File: src/rtl/pwm_color_mixer_if.sv
// Button and LED/status bundle of the RGB colour mixer.
// The slave side is the mixer; the master side is whoever presses the buttons.
interface pwm_color_mixer_if;
  logic       next_i;
  logic       bright_i;
  logic       mode_i;
  logic [2:0] led_o;
  logic [2:0] color_o;
  logic [1:0] bright_o;
  logic       mode_o;

  modport master (
    output next_i, bright_i, mode_i,
    input  led_o, color_o, bright_o, mode_o
  );

  modport slave (
    input  next_i, bright_i, mode_i,
    output led_o, color_o, bright_o, mode_o
  );
endinterface

File: src/rtl/pwm_color_mixer.sv
// RGB palette mixer with brightness steps, auto-cycle mode and glitch-free PWM.
// Shadow registers reload only at the end of a PWM period so pulses are never cut.
module pwm_color_mixer #(
  parameter int NUM_COLORS  = 8,
  parameter int PWM_W       = 8,
  parameter int HOLD_CYCLES = 12_000_000,
  parameter int ACTIVE_LOW  = 1
) (
  input  logic             clk,
  input  logic             rst,
  pwm_color_mixer_if.slave bus
);

  localparam int              HOLD_W     = (HOLD_CYCLES > 2) ? $clog2(HOLD_CYCLES) : 1;
  localparam logic [2:0]      LAST_COLOR = 3'(NUM_COLORS - 1);
  localparam logic [HOLD_W-1:0] HOLD_LAST = HOLD_W'(HOLD_CYCLES - 1);
  localparam logic [2:0]      LED_INV    = (ACTIVE_LOW != 0) ? 3'b111 : 3'b000;

  typedef enum logic {
    MODE_STATIC = 1'b0,
    MODE_AUTO   = 1'b1
  } mode_t;

  mode_t             mode_q, mode_d;
  logic [2:0]        color_q, color_d;
  logic [1:0]        bright_q, bright_d;
  logic [HOLD_W-1:0] hold_q, hold_d;
  logic [2:0]        prev_q;

  logic [PWM_W-1:0]  cnt_q;
  logic [2:0]        act_rgb_q;
  logic [PWM_W-1:0]  act_duty_q;
  logic [2:0]        led_q;

  logic next_ev, bright_ev, mode_ev, enter_auto, hold_tc, advance;
  logic [2:0] lit;

  function automatic logic [2:0] palette(input logic [2:0] idx);
    case (idx)
      3'd1:    palette = 3'b100;
      3'd2:    palette = 3'b010;
      3'd3:    palette = 3'b001;
      3'd4:    palette = 3'b110;
      3'd5:    palette = 3'b011;
      3'd6:    palette = 3'b101;
      3'd7:    palette = 3'b111;
      default: palette = 3'b000;
    endcase
  endfunction

  assign next_ev    = bus.next_i   & ~prev_q[2];
  assign bright_ev  = bus.bright_i & ~prev_q[1];
  assign mode_ev    = bus.mode_i   & ~prev_q[0];
  assign enter_auto = mode_ev & (mode_q == MODE_STATIC);
  assign hold_tc    = (mode_q == MODE_AUTO) && (hold_q == HOLD_LAST);

  // NOTE: every output of this block gets a default first, so no path can infer a latch.
  always_comb begin
    mode_d   = mode_q;
    color_d  = color_q;
    bright_d = bright_q;
    hold_d   = hold_q;
    advance  = 1'b0;

    if (mode_ev)
      mode_d = (mode_q == MODE_STATIC) ? MODE_AUTO : MODE_STATIC;
    if (bright_ev)
      bright_d = bright_q + 2'd1;

    // Expiry only counts while we stay in AUTO; a simultaneous next merges into one step.
    advance = next_ev | (hold_tc & (mode_d == MODE_AUTO));

    if (advance) begin
      if (mode_d == MODE_AUTO)
        color_d = (color_q >= LAST_COLOR) ? 3'd1 : color_q + 3'd1;
      else
        color_d = (color_q >= LAST_COLOR) ? 3'd0 : color_q + 3'd1;
    end else if (enter_auto && color_q == 3'd0) begin
      color_d = 3'd1;
    end

    if (mode_d == MODE_STATIC || enter_auto || next_ev || hold_tc)
      hold_d = '0;
    else
      hold_d = hold_q + HOLD_W'(1);
  end

  // NOTE: sequential state uses non-blocking assignments so every register samples pre-edge values.
  always_ff @(posedge clk) begin
    if (rst) begin
      mode_q   <= MODE_STATIC;
      color_q  <= 3'd0;
      bright_q <= 2'd3;
      hold_q   <= '0;
      prev_q   <= 3'b111;
    end else begin
      mode_q   <= mode_d;
      color_q  <= color_d;
      bright_q <= bright_d;
      hold_q   <= hold_d;
      prev_q   <= {bus.next_i, bus.bright_i, bus.mode_i};
    end
  end

  assign lit = act_rgb_q & {3{cnt_q <= act_duty_q}};

  always_ff @(posedge clk) begin
    if (rst) begin
      cnt_q      <= '0;
      act_rgb_q  <= 3'b000;
      act_duty_q <= '1;
      led_q      <= LED_INV;
    end else begin
      cnt_q <= cnt_q + PWM_W'(1);
      if (cnt_q == '1) begin
        act_rgb_q  <= palette(color_q);
        act_duty_q <= {bright_q, {(PWM_W-2){1'b1}}};
      end
      led_q <= lit ^ LED_INV;
    end
  end

  assign bus.led_o    = led_q;
  assign bus.color_o  = color_q;
  assign bus.bright_o = bright_q;
  assign bus.mode_o   = (mode_q == MODE_AUTO);

endmodule

File: src/flat_wrapper.sv
// flat-port wrapper written by rule: the top's interface ports become plain ports
module pwm_color_mixer_flat 
#(
  parameter int NUM_COLORS  = 8,
  parameter int PWM_W       = 8,
  parameter int HOLD_CYCLES = 12_000_000,
  parameter int ACTIVE_LOW  = 1
)
  (clk, rst, bus_next_i, bus_bright_i, bus_mode_i, bus_led_o, bus_color_o, bus_bright_o, bus_mode_o);
  pwm_color_mixer_if bus_i ();
  input  logic clk;
  input  logic rst;
  input wire logic [$bits(bus_i.next_i)-1:0] bus_next_i;
  input wire logic [$bits(bus_i.bright_i)-1:0] bus_bright_i;
  input wire logic [$bits(bus_i.mode_i)-1:0] bus_mode_i;
  output wire logic [$bits(bus_i.led_o)-1:0] bus_led_o;
  output wire logic [$bits(bus_i.color_o)-1:0] bus_color_o;
  output wire logic [$bits(bus_i.bright_o)-1:0] bus_bright_o;
  output wire logic [$bits(bus_i.mode_o)-1:0] bus_mode_o;
  assign bus_i.next_i = bus_next_i;
  assign bus_i.bright_i = bus_bright_i;
  assign bus_i.mode_i = bus_mode_i;
  assign bus_led_o = bus_i.led_o;
  assign bus_color_o = bus_i.color_o;
  assign bus_bright_o = bus_i.bright_o;
  assign bus_mode_o = bus_i.mode_o;
  pwm_color_mixer #(.NUM_COLORS(NUM_COLORS), .PWM_W(PWM_W), .HOLD_CYCLES(HOLD_CYCLES), .ACTIVE_LOW(ACTIVE_LOW)) u_core (.clk(clk), .rst(rst), .bus(bus_i));
endmodule
File: config.mk
export PLATFORM = sky130hd
export DESIGN_NAME = pwm_color_mixer_flat
export DESIGN_NICKNAME = d
export VERILOG_FILES = /design/src/rtl/pwm_color_mixer_if.sv /design/src/rtl/pwm_color_mixer.sv /design/src/flat_wrapper.sv
export SDC_FILE = /design/constraint.sdc
export NUM_CORES = 1
export LEC_CHECK = 0
export ABC_AREA = 1
export CORE_MARGIN = 4
export CORE_UTILIZATION = 63
export CTS_CLUSTER_DIAMETER = 80
export DETAILED_ROUTE_END_ITERATION = 10
export MAX_ROUTING_LAYER = met4
export PLACE_DENSITY = 0.95
export SETUP_SLACK_MARGIN = 0.1
export SKIP_CTS_REPAIR_TIMING = 1
export SYNTH_ARGS = -nofsm -noshare
export SYNTH_HDL_FRONTEND = slang
export SYNTH_SLANG_ARGS = --single-unit
File: constraint.sdc
create_clock -name clk -period 2.5 [get_ports clk]
set_clock_uncertainty 0.15 [all_clocks]
set_input_delay 0.25 -clock clk [delete_from_list [all_inputs] [get_ports clk]]
set_output_delay 0.25 -clock clk [all_outputs]
set_load 0.005 [all_outputs]
# ---- Yosys cells after proc, flatten, opt, wreduce, memory -nomap -nowiden
# Cells that the tools add are included.
# Widths: inputs -> output; s select.
dict set report op_classes {
  addsub 4
  magnitude_cmp 2
  eq_ne 9
  muxes 8
  bitwise_logic 13
  n_reduce_logical 8
}
# operator n
set op_table {}
lappend op_table {{$add 24x1->24 const B} 1}
lappend op_table {{$eq 24x24->1 const B} 1}
lappend op_table {{$pmux 3 s7} 1}
lappend op_table {{$mux 3} 5}
lappend op_table {{$eq 3x3->1 const B} 4}
lappend op_table {{$add 8x1->8 const B} 1}
lappend op_table {{$eq 8x8->1 const B} 1}
lappend op_table {{$le 8x8->1} 1}
lappend op_table {{$eq 3x2->1 const B} 2}
lappend op_table {{$and 1x1->1} 5}
lappend op_table {{$not 1->1} 5}
lappend op_table {{$add 3x1->3 const B} 1}
lappend op_table {{$and 3x3->3} 1}
lappend op_table {{$eq 3x1->1 const B} 1}
lappend op_table {{$ge 3x3->1 const B} 1}
lappend op_table {{$logic_not 3->1} 1}
lappend op_table {{$logic_or 1x1->1} 3}
lappend op_table {{$not 3->3} 1}
lappend op_table {{$add 2x1->2 const B} 1}
lappend op_table {{$logic_and 1x1->1} 2}
lappend op_table {{$mux 1} 2}
lappend op_table {{$reduce_bool 2->1} 1}
lappend op_table {{$reduce_or 2->1} 1}
lappend op_table {{$or 1x1->1} 1}
dict set report word_totals {
  reg_bits 49
  input_bits 5
  out_inout_bits 9
}

# ---- Logic depth before layout (Yosys ltp)
dict set report depth {
  word_depth 8
  ltp_mapped 10
  ltp_nobuf 10
}

# ---- Worst setup path before layout
# Ideal clock, no wire load.
dict set report synth_path {
  kind {reg-to-reg}
  start {register u_core.hold_q[0]}
  end {register u_core.hold_q[3]}
  setup_ns 0.119
  arrival_ns 1.286
  setup_slack_ns 0.945
  stages_incl_launch_ff 11
  n_path_buf 0
  cell_sequence {dfxtp_1 -> ha_1 -> nand2_1 -> nor2_2 -> nand2_2 -> nor2_4 -> nand2_2 -> nand2_4 -> inv_2 -> o21ai_0 -> nor2_1}
}
dict set report synth_via {
  elab_chain_cells 4
}
# element line_no
set synth_rtl {}
lappend synth_rtl {{start: declaration} pwm_color_mixer.sv:27} ;# logic [HOLD_W-1:0] hold_q, hold_d;
lappend synth_rtl {{start signal: assignment} pwm_color_mixer.sv:100} ;# hold_q <= hold_d;
lappend synth_rtl {{branches (longest 4 deep; another with $add 24x1->24)} --}
# Several ways; the timed one is not identified.
# A chain may end at the register's enable or synchronous reset.

# ---- Worst setup path after layout
dict set report layout_path {
  start {register u_core.hold_q[0]}
  end {register u_core.hold_q[14]}
}
# The elaborated chain is that of the path after synthesis.

==> flow_summary.toml <==
[floorplan]
dieHeight_um = 69.2
die-area_um2 = 4790
die_x_um = 69.2
coreArea_um2 = 3470
rows = 21
initial_core_util_pct = 68.0
ios = 14

[layout]
syn2layout_area_growth_pct = 11.8
fillers = 244
fin_area_um2 = 2640
fin_nets = 345
antenna-diode-count = 0
drive_gt1_share_pct = 11.2

[timing]
worst_pin_slew_ns = 0.413
max_slew_margin_pct = 72.2
slew_violations = 0
period_minus_slack_ns = 1.85
setup_viol = 0
finalSetupTns_ns = 0
rsz0062_at_grt = "no"
post-route-period-util_pct = 74.1
max_freq_mhz = 540
final_hold_viol_count = 0

[drt]
vias_per_cell = 5.34
drt-total-wl_mm = 4.57
first_pass_iters = 4
drt_iter0_drc = 129
ant_nets = 0
drcViolationCount = 0
dr_total_vias = 2002
wl_per_cell_um = 12.2

[clock_network]
clkTransAtPathRegs_ns = 0.10
cts_num_sinks = 49
clock_latency_ns = 0.31
cts_tree = "built"
htree_levels = 2
cts_inserted_buffers = 5
cts_root_buffer = "clkbuf_8"
cts.path.max_buffers = 2

[place]
placed_area_um2 = 2540
gp_congestion = 0.909
dp_hpwl_mm = 3.41
port_buffers = 13

[yosys]
ys_types = 32
syn_area_um2 = 2360
syn_avg_cell_area_um2 = 7.63
syn-num-nets = 326
seq_area_frac_synth_pct = 41.6
yosys.area.top_type = "dfxtp_1"
synth.area.top_cells = "dfxtp_1 42%, nand2_1 8.0%, nor2_1 8.0%"
synth-async-reset-ratio_pct = 0
netlist_instances = 309
synth_edf_count = 0
yosys.area.top_type_share_pct = 41.6
ys_warn_count = 0
synth_common_cells = "50 x nand2_1, 50 x nor2_1, 49 x dfxtp_1"
synth-seq-cells = 49
synthFlopType = "dfxtp_1"

[worst_setup_path]
critPathKind = "register to register"
timing.rr.start = "u_core.hold_q[0]"
r2r_slack_ns = 0.65
cp.required_ns = 2.55
reg2reg_to = "u_core.hold_q[14]"
cp.arrival_ns = 1.90
crit_path_max_fanout = 18
crit_path_start_kind = "register"
reg2reg_depth = 10
end_kind = "register"

[grt]
grt_pass1_wl_mm = 8.06
track_usage_pct = 21.0
grtUsageMet3_pct = 4.49
antenna_found_initial = 0
use_met2_pct = 35.7
grt-ovfl-total = 0
grt_max_degree = 19
grt_pass1_vias = 1876
met1_usage_pct = 24.0
busiest_layer = "met2"

[min_path]
hold_start = "u_core.act_rgb_q[2]"
worstHoldPathCells = 1
hold_class = "register to register"
holdPathEnd = "u_core.bus.led_o[2]"

[power]
ir_drop_v = 0.000446
p_leak_nw = 1.10
finalPower_mw = 1.37
power_density_nw_per_um2 = 518

[flow_run]
maxCapViolCount = 0

[outcome]
status = "complete, no violations"
## worst max-delay path, cell delays in order (launching register included)
cell	delay [ns]
dfxtp_1	0.36
ha_1	0.17
nand2_1	0.09
nor2_2	0.19
nand2_2	0.13
nor2_4	0.14
nand2_2	0.08
nand2_4	0.19
inv_2	0.11
o21ai_1	0.09
a21oi_1	0.05
## how the worst max path moves through the flow
stage | from | slack (ns) | endpoint
3_3_place_gp | bus_mode_i | 0.61 | u_core.hold_q[3]
3_5_place_dp | bus_mode_i | 0.53 | u_core.hold_q[20]
6_report | u_core.hold_q[0] | 0.65 | u_core.hold_q[14]
5_1_grt | u_core.hold_q[0] | 0.47 | u_core.hold_q[14]
2_1_floorplan | u_core.hold_q[0] | 0.95 | u_core.hold_q[3]
4_1_cts | u_core.hold_q[0] | 0.65 | u_core.hold_q[14]
## cells by family (layout without fill, tap and decap cells)
family                   after synthesis  in the layout  share of synthesized area, %
AND/OR/NAND/NOR                      152            152                          30.8
flip-flops                            49             49                          41.6
buffers and inverters                 49             69                          8.12
AO/OA/AOI/OAI                         37             37                          9.44
adder cells (fa/ha/maj)               12             12                          6.37
XOR/XNOR                              10             10                          3.71
## flip-flops by register name, indices dropped and copies added, names as in the netlist, 2 cells and up
| name | cells |
|---|---|
| u_core.hold_q | 24 |
| u_core.cnt_q | 8 |
| u_core.act_rgb_q | 3 |
| u_core.bus.color_o | 3 |
| u_core.bus.led_o | 3 |
| u_core.prev_q | 3 |
| u_core.act_duty_q | 2 |
| u_core.bus.bright_o | 2 |
## metal layers
layer,wire [um],vias up
li1,-,1012
met1,2000,933
met2,2250,46
met3,214,11
met4,97,0
met5,0,-
## cells in the final DEF (no fill, tap or decap), drive strengths merged
cell	n
nor2	56
or2	1
nor3b	2
dfxtp	49
nand4	4
clkinvlp	1
a211oi	2
inv	48
a31o	1
xor2	10
a21o	1
nand2	60
o21a	2
nor3	10
ha	12
a21oi	14
nand3	19
clkbuf	5
o21ai	13
o211ai	3
clkdlybuf4s50	13
buf	2
o31ai	1
## metrics by stage
| step | setup slack, ns | std cells | hold slack (ns) | utilization [%] |
|---|---|---|---|---|
| after floorplan | 0.945 | 309 | 0.196 | - |
| after global placement | 0.608 | 367 | 0.253 | 73.3 |
| after detailed placement | 0.526 | 367 | 0.247 | 73.3 |
| after CTS | 0.647 | 375 | 0.271 | 76.0 |
| after global routing | 0.466 | 375 | 0.291 | 76.0 |
| final | 0.647 | 375 | 0.270 | 76.0 |
## final cells by class
type	instances	area, um2	area share, %
tap	46	57.6	2.18
inverter	46	173	6.55
clock inverter	3	25.0	0.949
timing repair buffer	15	145	5.51
clock buffer	5	68.8	2.61
sequential	49	981	37.2
multi-input combinational	211	1190	45.0
## report_power, final
group,switching [mW],total (mW),internal [mW]
clock network,0.284,0.488,0.204
logic,0.0404,0.0746,0.0341
registers,0.0107,0.803,0.792
total,0.335,1.37,1.03
Note: power is estimated with default switching activity, not from simulation.
==> RTL edit 1, RTL diff (same settings) <==
`PWM_W` is set to 8 in 2 places; all go to 6.
--- a/src/rtl/pwm_color_mixer.sv
+++ b/src/rtl/pwm_color_mixer.sv
@@ -2,7 +2,7 @@
 // Shadow registers reload only at the end of a PWM period so pulses are never cut.
 module pwm_color_mixer #(
   parameter int NUM_COLORS  = 8,
-  parameter int PWM_W       = 8,
+  parameter int PWM_W       = 6,
   parameter int HOLD_CYCLES = 12_000_000,
   parameter int ACTIVE_LOW  = 1
 ) (
--- a/src/flat_wrapper.sv
+++ b/src/flat_wrapper.sv
@@ -2,7 +2,7 @@
 module pwm_color_mixer_flat 
 #(
   parameter int NUM_COLORS  = 8,
-  parameter int PWM_W       = 8,
+  parameter int PWM_W       = 6,
   parameter int HOLD_CYCLES = 12_000_000,
   parameter int ACTIVE_LOW  = 1
 )
Check against the original RTL: same outputs for any inputs over 10 cycles, from zero or initial values and one cycle with rst high; that may be too few to reach the edited logic, so the function may still have changed.
==> RTL edit 1 against the original RTL <==
Routed wire length rose by 9.0%; sequential cell count shrank 2; design area increased by 0.47%; fmax decreased by 6.6%; synthesized area decreased by 0.16%; via count up 3.3%; first-iteration DRC count up 30%; setup slack worse by 0.13 ns; global-route usage rose by 0.92 points; highest routed layer unchanged; total power up 2.5%; critical path type unchanged.
==> RTL edit 1: results (changes against the original RTL) <==
Pleak 1.02 nW (-7.9%); global-route wire length before repair 8330 um (+3.3%); maximum number of pins on one net before global-route repair 20 (+1); Detail Placement HPWL 3450 um (+1.1%); register area share after synthesis 40.0% (-1.6 points); largest cells by area after synthesis dfxtp_1, nand2_1, nor2_1; number of DRC markers after the initial detailed-route iteration 168 (+30%); Antenna Diode Count 0 (unchanged); result of the run completed; via count of the first global-routing pass 1925 (+2.6%); Regs by FF count u_core.hold_q (24), u_core.cnt_q (6); Via density 5.59 (+4.7%); DRT Wirelength 4980 um (+9.0%); fraction of final layout cells sized beyond drive strength 1 12.0% (+0.79 points); slew of the pin with the lowest slew margin 0.367 ns (-0.0461 ns); nets 340 (-1.4%); global router's overall resource usage 21.9% (+0.92 points); type of the tightest min-delay check flip-flop to flip-flop; net count after synthesis 321 (-1.5%); WP data arrival 2.02 ns (+0.12 ns); Commonest cells post-synth nand2_1, dfxtp_1, nor2_1, inv_1, nand3_1; worst IR drop on VDD 0.541 mV (+21%); DRT Pass-1 Iters 5 (+1); maximum single-stage delay on the critical path 0.39 ns (+0.03 ns); number of distinct library cell variants in the gate-level netlist after synthesis 33 (+3.1%); final estimated routing congestion in global placement 0.930 (+2.3%); worst-path fanout max 15 (-3); CTS Buf Count 5 (unchanged); Placement Cell Area 2540 um^2 (-0.25%)
## RTL edit 1: changes by cell type after synthesis, moves of 3 or more
cell,before,now
nor3_1,8,11
o21ai_1,4,0
nand2_1,50,55
o21ai_0,7,12
nor2_1,50,45
nand3b_1,0,3
inv_1,44,34
xor2_1,10,5
xnor2_1,0,4
nor2_4,3,6
## RTL edit 1: final timing paths
check | startpoint | end | slack (ns) | cells after the start
min reg2reg | u_core.act_rgb_q[1] | u_core.bus.led_o[1] | 0.28 | 1
max | u_core.hold_q[0] | u_core.hold_q[7] | 0.52 | 9
max reg2reg | u_core.hold_q[0] | u_core.hold_q[7] | 0.52 | 9
min | u_core.act_rgb_q[1] | u_core.bus.led_o[1] | 0.28 | 1
## RTL edit 1: cell families (layout without fill, tap and decap cells)
family	Yosys count	after routing	share of synthesized area [%]
buffers and inverters	40	60	7.12
AOI/OAI and AO/OA	33	33	7.97
and+or+nand+nor	163	163	35.2
DFF	47	47	40.0
xor gates and xnor gates	9	9	3.35
adders and majority gates	12	12	6.38
## RTL edit 1: cell type report
class | instances | area (um^2)
multi-input cells | 217 | 1250
flip-flops and latches | 47 | 941
fillers | 224 | 820
repair buffers | 17 | 160
inverters | 35 | 131
clock buffers | 5 | 68.8
well taps | 46 | 57.6
clock inverters | 3 | 43.8
## RTL edit 1: routing by layer
metal / up-vias / global-route usage [%] / share of wire [%]
met3: 20 / 6.40 / 7.0
li1: 1020 / - / -
met5: - / - / 0
met4: 0 / 9.11 / 2.8
met2: 83 / 34.2 / 47
met1: 946 / 26.4 / 43
## RTL edit 1: per-stage QoR
stage | std cells | total power [W] | setup WS (ns) | hold WS, ns | util [%]
after floorplan | 304 | 0.000833 | 0.958 | 0.196 | -
after global placement | 362 | 0.000858 | 0.518 | 0.253 | 73.1
after detailed placement | 362 | 0.000863 | 0.462 | 0.256 | 73.1
after CTS | 370 | 0.00141 | 0.533 | 0.273 | 76.4
after global routing | 370 | 0.00145 | 0.402 | 0.285 | 76.4
final | 370 | 0.00140 | 0.516 | 0.278 | 76.4
## RTL edit 1: report_power, final
group	internal (W)	switching (W)	total, W
registers	0.000760	0.0000120	0.000772
logic	0.0000340	0.0000399	0.0000739
clock network	0.000298	0.000256	0.000553
## RTL edit 1: worst reg2reg max path: stages (launching register included)
cell     delay, ns
dfxtp_1       0.39
ha_1          0.21
nand2_2       0.08
nor2_4        0.21
nand2_4       0.11
nor2_4        0.10
nand2_1       0.07
nand2_2       0.27
buf_4         0.22
nor3_1        0.05
==> RTL edit 2, RTL diff (same flow settings) <==
Without the edit above. `hold_q` no longer has a reset.
--- a/src/rtl/pwm_color_mixer.sv
+++ b/src/rtl/pwm_color_mixer.sv
@@ -91,15 +91,17 @@
       mode_q   <= MODE_STATIC;
       color_q  <= 3'd0;
       bright_q <= 2'd3;
-      hold_q   <= '0;
       prev_q   <= 3'b111;
     end else begin
       mode_q   <= mode_d;
       color_q  <= color_d;
       bright_q <= bright_d;
-      hold_q   <= hold_d;
       prev_q   <= {bus.next_i, bus.bright_i, bus.mode_i};
     end
+  end
+
+  always_ff @(posedge clk) begin
+    hold_q <= hold_d;
   end
 
   assign lit = act_rgb_q & {3{cnt_q <= act_duty_q}};
Behaviour: no difference found for any inputs over 10 cycles, from zero or initial values and one cycle with rst high; that may be too few to reach the edited logic, so the function may still have changed.
==> RTL edit 2 against the original RTL <==
First-iteration DRC count is 3.9% lower; synthesized cell count is 0.65% lower; synthesized area is 1.9% higher; global-route usage is 3.1 points higher; sequential cell count stayed put; total power is 7.0% higher; sequential share of layout area is 0.59 points lower; design area is 1.6% higher; via count is 4.2% higher; setup slack worse by 0.10 ns; routed wire length is 12% higher; critical path type unchanged.
==> RTL edit 2: results (changes against the original RTL) <==
Vias 2086 (+4.2%); source of the worst register-to-register timing path u_core.bus.color_o[2]; fraction of final layout cells sized beyond drive strength 1 11.1% (-0.17 points); net count after synthesis 324 (-0.61%); global-route wire length before repair 9270 um (+15%); number of distinct library cell variants in the gate-level netlist after synthesis 33 (+3.1%); critical path's slowest cell o31ai_1; Worst slew margin 59.1% (-13 points); instance count of the mapped netlist 307 (-0.65%); global router's overall resource usage 24.1% (+3.1 points); adder-cell area share of the yosys netlist 6.25% (-0.12 points); worst-path fanout max 7 (-11); synthesized-area fraction occupied by ao, oa, aoi and oai cells 7.60% (-1.8 points); Hold Path Origin u_core.act_rgb_q[0]; cell depth of the worst flop-to-flop path 7 (-3); result of the run completed; Worst R2R End u_core.bus.color_o[0]; WP data arrival 2.01 ns (+0.11 ns); root cell of the clock tree clkbuf_8; final estimated routing congestion in global placement 0.880 (-3.2%); Regs by FF count u_core.hold_q (24), u_core.cnt_q (8); largest cells by area after synthesis dfxtp_1, nand2_1, nor2_1; nets 341 (-1.2%); Pleak 1.03 nW (-6.9%); reg-to-reg setup timing slack 0.54 ns (-0.10 ns); maximum single-stage delay on the critical path 0.55 ns (+0.19 ns); via count of the first global-routing pass 2023 (+7.8%); P_int 0.00115 W (+12%); layout filler cell count 236 (-3.3%); number of DRC markers after the initial detailed-route iteration 124 (-3.9%); DRT Wirelength 5140 um (+12%); cell type group with the largest total delay on the critical path compound AO/OA/AOI/OAI gates; post-route insts no fill 373 (-0.53%); antenna violations before repair 0 (unchanged); worst IR drop on VDD 0.428 mV (-4.1%); Hold Crit Endpoint u_core.bus.led_o[0]; Commonest cells post-synth nand2_1, nor2_1, dfxtp_1, inv_1, nand3_1; Detail Placement HPWL 3260 um (-4.6%); register area share after synthesis 40.8% (-0.76 points); maximum number of pins on one net before global-route repair 25 (+6)
-- RTL edit 2: cell count changes after synthesis, moves of 4 or more --
cell / before / now
inv_1: 44 / 35
nand4_1: 4 / 9
nand2_1: 50 / 54
nor3_1: 8 / 4
o21ai_1: 4 / 0
-- RTL edit 2: final cells by class --
type	instances	share of cell area [%]
clock buffers	7	3.22
repair buffers	14	5.14
multi-input cells	219	46.8
inverters	35	4.90
well taps	48	2.24
clock inverters	1	1.12
flip-flops and latches	49	36.6
-- RTL edit 2: power by group through the flow --
stage / registers [W] / logic [W] / clock network (W)
2_1_floorplan: 0.000820 / 0.0000516 / 0
3_3_place_gp: 0.000821 / 0.0000722 / 0
3_5_place_dp: 0.000822 / 0.0000750 / 0
4_1_cts: 0.000804 / 0.0000775 / 0.000579
5_1_grt: 0.000807 / 0.0000866 / 0.000622
6_report: 0.000804 / 0.0000777 / 0.000580
-- RTL edit 2: how the worst max path moves through the flow --
stage	start	to	cells after the start
2_1_floorplan	u_core.hold_q[0]	u_core.hold_q[15]	9
3_3_place_gp	bus_mode_i	u_core.bus.color_o[2]	9
3_5_place_dp	bus_mode_i	u_core.bus.color_o[2]	9
4_1_cts	u_core.cnt_q[0]	u_core.act_rgb_q[2]	8
5_1_grt	u_core.cnt_q[0]	u_core.act_rgb_q[0]	8
6_report	u_core.bus.color_o[2]	u_core.bus.color_o[0]	7
-- RTL edit 2: per-layer routing --
layer	GRT usage, %	vias up	part of all wire, %
met3	5.94	23	5.7
met1	28.3	959	43
met5	-	-	0
met2	38.8	88	48
met4	11.3	0	3.6
li1	-	1016	-
-- RTL edit 2: logic make-up after synthesis --
| family | count (synthesis) |
|---|---|
| AOI/OAI and AO/OA | 30 |
| adders and majority gates | 12 |
| and+or+nand+nor | 165 |
| xor gates and xnor gates | 12 |
| buffers and inverters | 39 |
| DFF | 49 |
-- RTL edit 2: through the flow --
step	hold WS (ns)	instance area [um^2]	worst slack [ns]	power, W
4_1_cts	0.272	2680	0.670	0.00146
6_report	0.274	2680	0.543	0.00146
2_1_floorplan	0.196	2400	0.979	0.000872
5_1_grt	0.290	2680	0.441	0.00152
3_3_place_gp	0.238	2560	0.674	0.000893
3_5_place_dp	0.240	2560	0.622	0.000897
-- RTL edit 2: worst register-to-register path: stages (launching register included) --
cell and delay (ns):
dfxtp_1 0.47, inv_1 0.18, o31ai_1 0.55, nand2_1 0.19, nand2_1 0.12, nand2_1 0.08
nand2_1 0.07, nor2_1 0.05
